==> src/rtl/mac_nbits.sv <==
//------------------------------------------------------------------------------
// Module   : mac_nbits
// Brief    : Signed N x N multiply-accumulate into a registered 2N-bit
//            accumulator. Define MAC_SATURATE_EN to saturate instead of wrap.
// Revision : 1.0 - initial release
//------------------------------------------------------------------------------
`default_nettype none

module mac_nbits #(
    parameter int N = 8
) (
    input  logic                  clk,
    input  logic                  rst,
    input  logic                  en,
    input  logic signed [N-1:0]   W,
    input  logic signed [N-1:0]   X,
    output logic signed [2*N-1:0] Out
);

    localparam int c_ACC_W = 2 * N;

    logic signed [c_ACC_W-1:0] r_acc;
    logic signed [c_ACC_W-1:0] w_prod;
    logic signed [c_ACC_W-1:0] w_next;

    // Both operands are signed, so they are sign-extended to the 2N-bit context.
    assign w_prod = W * X;

`ifdef MAC_SATURATE_EN
    localparam logic signed [c_ACC_W-1:0] c_SAT_MAX = {1'b0, {(c_ACC_W-1){1'b1}}};
    localparam logic signed [c_ACC_W-1:0] c_SAT_MIN = {1'b1, {(c_ACC_W-1){1'b0}}};

    logic [c_ACC_W:0] w_sum_ext;

    // One guard bit holds the true sum; a disagreement between the top two
    // bits means the result left the 2N-bit signed range.
    assign w_sum_ext = {r_acc[c_ACC_W-1], r_acc} + {w_prod[c_ACC_W-1], w_prod};

    always_comb begin
        w_next = w_sum_ext[c_ACC_W-1:0];
        if (w_sum_ext[c_ACC_W] != w_sum_ext[c_ACC_W-1]) begin
            w_next = w_sum_ext[c_ACC_W] ? c_SAT_MIN : c_SAT_MAX;
        end
    end
`else
    assign w_next = r_acc + w_prod;
`endif

    always_ff @(posedge clk) begin
        if (rst) begin
            r_acc <= '0;
        end else if (en) begin
            r_acc <= w_next;
        end
    end

    assign Out = r_acc;

endmodule

`default_nettype wire

==> config.mk <==
export PLATFORM = sky130hd
export DESIGN_NAME = mac_nbits
export DESIGN_NICKNAME = d
export VERILOG_FILES = /design/src/rtl/mac_nbits.sv
export SDC_FILE = /design/constraint.sdc
export NUM_CORES = 1
export LEC_CHECK = 0
export BUFFER_PORTS_ARGS = -buffer_cell sky130_fd_sc_hd__buf_2
export CAP_MARGIN = 5
export CORE_ASPECT_RATIO = 1.5
export CORE_UTILIZATION = 60
export DETAILED_ROUTE_END_ITERATION = 7
export PLACE_DENSITY = 0.89
export SYNTH_ARGS = -nofsm -noshare
export SYNTH_HDL_FRONTEND = slang
export SYNTH_SLANG_ARGS = --single-unit
==> constraint.sdc <==
create_clock -name clk -period 6.44 [get_ports clk]
set_input_delay 0 -clock clk [delete_from_list [all_inputs] [get_ports clk]]
set_output_delay 0 -clock clk [all_outputs]
set_load 0.05 [all_outputs]
After elaboration in Yosys (flattened, before gate mapping):

Index checks and enable logic that the tools add are counted.
Widths: inputs -> output; s select.

* flip-flop bits (word level): 16
* bits of input ports: 19
* output and inout bits: 16

* multiply operators: 1
* add/sub/neg operators: 1

Operators with widths (number)
* $add 16x16->16: 1
* $mul 8x8->16: 1

Depth between registers and ports, before layout:

Gate-level depths: netlist (run 1).

* depth after elaboration: 2
* mapped depth: 18
* depth with buffers taken out: 18

Worst setup path after synthesis (run 1):

No wires, ideal clock.

* path type: reg2reg
* start point: register r_acc[4], in the netlist Out[4]
* end point: register r_acc[12], in the netlist Out[12]
* cell stages (with the launch flop): 18
* slack: 1.777 ns
* path buffers: 0
* data arrival time: 4.545 ns
* setup time: 0.118 ns
* data required time: 6.322 ns
* cell sequence: dfxtp_1 > inv_1 > fa_1 > inv_1 > fa_1 > ha_1 > inv_1 > fa_1 > inv_1 > ha_1 > ha_1 > fa_1 > a21o_1 > a21oi_1 > o211ai_1 > o31ai_1 > xor2_1 > o21ai_1

* longest elaborated chain between the ends: 1

Ends and longest elaborated chain
* from (decl): line 22 `logic signed [c_ACC_W-1:0] r_acc;`
* from (signal assigned): line 53 `r_acc <= w_next;`
* $add 16x16->16: line 46 `assign w_next = r_acc + w_prod;`

Every way passes these cells.
A chain may end at the register's enable or synchronous reset.

Final worst setup path (run 1):

* start point: input port X[0]
* end point: register r_acc[13], in the netlist Out[13]

* longest elaborated chain between the ends: 2

Ends and longest elaborated chain
* from (decl): line 16 `input logic signed [N-1:0] X,`
* $mul 8x8->16: line 27 `assign w_prod = W * X;`
* $add 16x16->16: line 46

Every way passes these cells.

==> results.cfg, run 1 <==
[cts]
cts_buffer_depth = 2
cts_root_buffer = clkbuf_8
postCtsSetupRepairBufs = 0
cts.htree.levels = 1
cts_tree = built
path_clk_slew_ns = 0.07
clkSinkCount = 16
clk_latency_ns = 0.25
cts_resized = 0
cts_buffers = 3
holdBufCountCts = 0

[routing]
drt-pass1-iter-count = 4
dr.first_iter.drc_count = 67
postRouteAntennaNets = 0
vias = 2523
routedWlPerCell_um = 15.2
vias_per_cell = 5.47
wl_mm = 7.02
drc = 0

[synth]
netlist-cell-type-count = 38
synth-compound-area-share = 0.0547
avgSynthCellArea_um2 = 9.58
synth_ff_type = dfxtp_1
yosysWarnings = 0
yosys.area_share.simple = 0.150
synth_mux_area_frac = 0.0233
synth_edf_count = 0
yosys.area.top_type_share = 0.414
netlist.top_cell.by_area = fa_1
ys_seq_area_frac = 0.0934
async_flop_share = 0
syn_inst = 358
synth_area_mm2 = 0.00343
synth_xor_area_frac = 0.0460
ys_ff_latch = 16
netlist_top_cells_area = fa_1 41%, ha_1 13%, dfxtp_1 9.3%, inv_1 7.7%, and2_1 5.8%
synthAdderAreaFrac = 0.549
synth_top_family_by_area = adder cells
synth_fp_nets = 485

[final_layout]
final_nets = 519
nFillCells = 427
diodes = 0
multi_input_comb_area_mm2 = 0.00283
largest_reg_flops = 16
final_common_cell = fa_1
seqCellArea_um2 = 320
area_growth_pct = 8.57
drive_above_1_share = 0.102
final_cell_mix = 71 x fa_1, 70 x inv_1, 37 x ha_1, 34 x buf_2, 32 x and2_1

[timing]
tightest_slew_ns = 0.549
hold_viol_final = 0
fmax_ghz = 0.215
rsz0062_at_grt = false
tns_ns = 0
fin_crit_ns = 4.65
final-setup-viol-count = 0
relSlewSlack = 0.634
finalClockSkew_ns = 0.00472
fin_crit_sh = 0.722
slew_viol_final = 0

[critical_path]
critPathKind = primary input to flop
cp-end-kind = flop
crit_fanout = 9
crit_required_ns = 6.60
critPathArrivalTime_ns = 4.81
startpoint_type = primary input

[floorplanning]
die_w_um = 63.7
io_pins = 35
core_area_mm2 = 0.00549
die_height_um = 94.6
rows = 33
die_area_mm2 = 0.00603
start_util = 0.625

[worst_hold_path]
hp-class = primary input to flop

[run_status]
status = completed

[global_route]
grt_antenna_before_repair = 0
grt_max_degree = 24
grt.overflow.total = 0
grt_pass1_vias = 2817
track_usage = 0.270
grt_pass1_wl_mm = 12.7

[place]
gp_congestion = 0.980
place_hpwl_mm = 6.20
io_buffers = 34

[flow_run]
max_cap_violations = 0
==> layout make-up <==
type | count | share of cell area
Clock buffer | 4 | 0.0148
Inverter | 71 | 0.0715
Multi-Input combinational cell | 266 | 0.758
Sequential cell | 16 | 0.0860
Tap cell | 70 | 0.0235
Timing Repair Buffer | 34 | 0.0457
==> path summary, 6_finish.rpt <==
check | to | depth (start not counted) | startpoint | slack, ns
hold / removal | Out[8] | 2 | rst | 0.12
setup reg to reg | Out[12] | 17 | Out[4] | 1.80
hold reg to reg | Out[2] | 2 | Out[2] | 0.52
setup / recovery | Out[13] | 16 | X[0] | 1.79
==> per-layer routing <==
| layer | part of all wire | wire [µm] | GRT usage | vias to the layer above |
|---|---|---|---|---|
| li1 | - | - | - | 1169 |
| met1 | 0.40 | 2790 | 0.331 | 1273 |
| met2 | 0.54 | 3800 | 0.488 | 62 |
| met3 | 0.034 | 240 | 0.0254 | 19 |
| met4 | 0.026 | 179 | 0.0966 | 0 |
| met5 | 0 | 0 | 0 | - |
==> cell families (layout without fill, tap and decap cells) <==
logic type | after synthesis | count (layout)
AOI/OAI and AO/OA | 28 | 28
xor gates and xnor gates | 18 | 18
adders and majority gates | 108 | 108
buffers and inverters | 76 | 109
DFF | 16 | 16
muxes | 8 | 8
and+or+nand+nor | 104 | 104
==> critical path, cell delays in order <==
cell	delay (ns)
buf_2	0.16
and2_1	0.50
inv_1	0.12
fa_1	0.50
inv_1	0.05
fa_1	0.48
fa_1	0.53
fa_1	0.52
fa_1	0.41
ha_1	0.36
a21oi_1	0.17
nand2_1	0.10
o21ai_1	0.24
a21oi_1	0.14
o31a_1	0.28
o31ai_1	0.24
==> synth_stat cells (2+ instances only) <==
cell type   n
fa_1       71
inv_1      70
ha_1       37
and2_1     32
nand2_1    31
nor2_1     23
dfxtp_1    16
xnor2_1    15
mux2i_1     8
a21oi_1     7
nand2b_1    4
o21ai_1     4
clkbuf_1    3
nand3_1     3
xor2_1      3
a211oi_1    2
a21o_1      2
buf_1       2
nor2b_1     2
nor3_1      2
nor3b_1     2
nor4_1      2
o31ai_1     2
==> per-stage QoR <==
stage / worst slack [ns] / instance area [µm²] / cells / hold slack [ns] / utilization
6_report: 1.79 / 3720 / 461 / 0.118 / 0.678
3_5_place_dp: 1.59 / 3670 / 457 / 0.375 / 0.668
5_1_grt: 1.39 / 3720 / 461 / 0.123 / 0.678
2_1_floorplan: 1.78 / 3430 / 358 / 0.196 / -
4_1_cts: 1.80 / 3720 / 461 / 0.117 / 0.678
3_3_place_gp: 1.69 / 3670 / 457 / 0.366 / 0.668
Power of run 1 is not shown: default switching activity piles up to over one toggle a cycle in this logic, so the estimate is an artifact.
==> run 2, diff against run 1 <==
--- a/config.mk
+++ b/config.mk
@@ -5,12 +5,13 @@
 export SDC_FILE = /design/constraint.sdc
 export NUM_CORES = 1
 export LEC_CHECK = 0
+export ABC_AREA = 1
 export BUFFER_PORTS_ARGS = -buffer_cell sky130_fd_sc_hd__buf_2
 export CAP_MARGIN = 5
 export CORE_ASPECT_RATIO = 1.5
-export CORE_UTILIZATION = 60
+export CORE_UTILIZATION = 56
 export DETAILED_ROUTE_END_ITERATION = 7
-export PLACE_DENSITY = 0.89
+export PLACE_DENSITY = 0.87
 export SYNTH_ARGS = -nofsm -noshare
 export SYNTH_HDL_FRONTEND = slang
 export SYNTH_SLANG_ARGS = --single-unit
==> constraint.sdc (replaced) <==
create_clock -name clk -period 3.9 [get_ports clk]
set_input_delay 0 -clock clk [delete_from_list [all_inputs] [get_ports clk]]
set_output_delay 0 -clock clk [all_outputs]
set_load 0.05 [all_outputs]
==> results.cfg, run 2 <==
[run_status]
status = finished, violations left
violations = setup timing

[synth]
avgSynthCellArea_um2 = 7.88
ys_ff_latch = 16
syn_inst = 468
yosys.area.top_type_share = 0.385
synth_ff_type = dfxtp_1
ys_seq_area_frac = 0.0869
synth_fp_nets = 595
yosysMostFrequentCell = inv_1
netlist.top_cell.by_area = fa_1
netlist-cell-type-count = 31
netlist_top_cells_area = fa_1 39%, inv_1 13%, ha_1 13%, nand2_1 9.8%, dfxtp_1 8.7%
synth_area_mm2 = 0.00369
async_flop_share = 0
synth_edf_count = 0
synth_common_cells = 129 x inv_1, 96 x nand2_1, 71 x fa_1, 37 x ha_1, 25 x nor2_1
yosysWarnings = 0

[cts]
cts_buffer_depth = 2
cts_tree = built
cts_root_buffer = clkbuf_8
cts_buffers = 3
cts.htree.levels = 1
clk_latency_ns = 0.25
clkSinkCount = 16
path_clk_slew_ns = 0.07

[timing]
fmax_ghz = 0.242
hold_viol_final = 0
finalClockSkew_ns = 0.00132
fin_crit_sh = 1.06
setup_ws_ns = -0.224
fin_crit_ns = 4.12
rsz0062_at_grt = true
slew_viol_final = 0
final-setup-viol-count = 9
tightest_slew_ns = 0.488
relSlewSlack = 0.674

[global_route]
grt.overflow.total = 0
track_usage = 0.316
grt_max_degree = 18
grt_pass1_wl_mm = 16.0
grt_pass1_vias = 3592
grt_antenna_before_repair = 0

[final_layout]
drive_above_1_share = 0.285
final_nets = 669
nFillCells = 397
final_common_cell = inv_1
diodes = 0
area_growth_pct = 25.9
final_cell_mix = 123 x inv_1, 91 x nand2_1, 67 x fa_1, 47 x buf_4, 34 x buf_2
final_core_util = 0.741
largest_reg_flops = 16

[routing]
drt-pass1-iter-count = 7
routedWlPerCell_um = 17.9
wl_mm = 11.0
postRouteAntennaNets = 0
drc = 0
vias_per_cell = 5.54
vias = 3405
dr.first_iter.drc_count = 204

[critical_path]
critPathArrivalTime_ns = 4.28
critPathKind = flop to flop
cp-end-kind = flop
crit_top_cell = inv_1
slowest_stage = fa_2
crit_fanout = 5
startpoint_type = flop
critPathMaxStageDelay_ns = 0.58
crit_required_ns = 4.06
path_cells = inv_4 > fa_1 > inv_1 > fa_1 > inv_1 > fa_1 > inv_1 > fa_2 > fa_2 > ha_4 > a21oi_4 > nor2_1 > o21ai_1 > nand3_1 > a21oi_1 > o21ai_1 > nand2_1 > inv_1

[floorplanning]
start_util = 0.589
die_w_um = 68.3
io_pins = 35
die_height_um = 101
rows = 35
die_area_mm2 = 0.00692
core_area_mm2 = 0.00626

[place]
io_buffers = 34
place_hpwl_mm = 8.04
gp_congestion = 0.902

[flow_run]
max_cap_violations = 0

[worst_hold_path]
hp-class = primary input to flop
==> run 2: path summary, 6_finish.rpt <==
| check | slack, ns | endpoint | start | cells after the start |
|---|---|---|---|---|
| min | 0.1 | Out[13] | rst | 4 |
| min reg2reg | 0.52 | Out[2] | Out[2] | 2 |
| max | -0.22 | Out[14] | Out[6] | 18 |
| max reg2reg | -0.22 | Out[14] | Out[6] | 18 |
==> run 2: per-layer routing <==
metal,vias up,wire (µm),global-route usage
li1,1503,-,-
met1,1631,3540,0.311
met2,182,5920,0.574
met3,89,533,0.0495
met4,0,1020,0.223
met5,-,0,0
==> run 2: per-stage QoR <==
stage / cell area (µm²) / std cells / TNS, ns / hold WS (ns) / worst slack, ns
2_1_floorplan: 3840 / 468 / -0.00122 / 0.140 / -0.000969
3_3_place_gp: 4360 / 601 / -0.644 / 0.357 / -0.163
3_5_place_dp: 4360 / 601 / -1.44 / 0.366 / -0.272
4_1_cts: 4510 / 609 / -0.349 / 0.0912 / -0.0879
5_1_grt: 4640 / 615 / -2.70 / 0.100 / -0.382
6_report: 4640 / 615 / -1.48 / 0.0983 / -0.224
==> run 2: area by class of cell <==
type	count	area, µm²	share of cell area
Inverter	132	503	0.108
Sequential cell	16	339	0.0731
Timing Repair Buffer	87	608	0.131
Clock inverter	1	3.75	0.000809
Clock buffer	3	41.3	0.00890
Tap cell	74	92.6	0.0200
Multi-Input combinational cell	302	3050	0.658
==> run 2: worst max-delay path: cells and delay by family (launching register included) <==
| family | cells | cell delay (ns) |
|---|---|---|
| adder cells (fa/ha/maj) | 6 | 2.61 |
| AO/OA/AOI/OAI | 4 | 0.55 |
| flip-flops | 1 | 0.36 |
| AND/OR/NAND/NOR | 3 | 0.26 |
| buffers and inverters | 5 | 0.24 |
==> run 2: logic make-up (layout without fill, tap and decap cells) <==
group,after synthesis,after routing,share of synthesized area
buffers and inverters,150,223,0.153
and+or+nand+nor,146,146,0.166
adders and majority gates,108,108,0.511
AOI/OAI and AO/OA,39,39,0.0614
DFF,16,16,0.0869
xor gates and xnor gates,9,9,0.0214
==> run 2: timing repair <==
item | in CTS | in global routing
endpoints found under the setup margin | 8 | 10
setup buffers | 4 | 6
pin swaps | 13 | 23
resized for setup | 12 | 19
hold endpoints to repair | 0 | 0
hold buffers | 0 | 0
Power of run 2 is left out for the same reason.
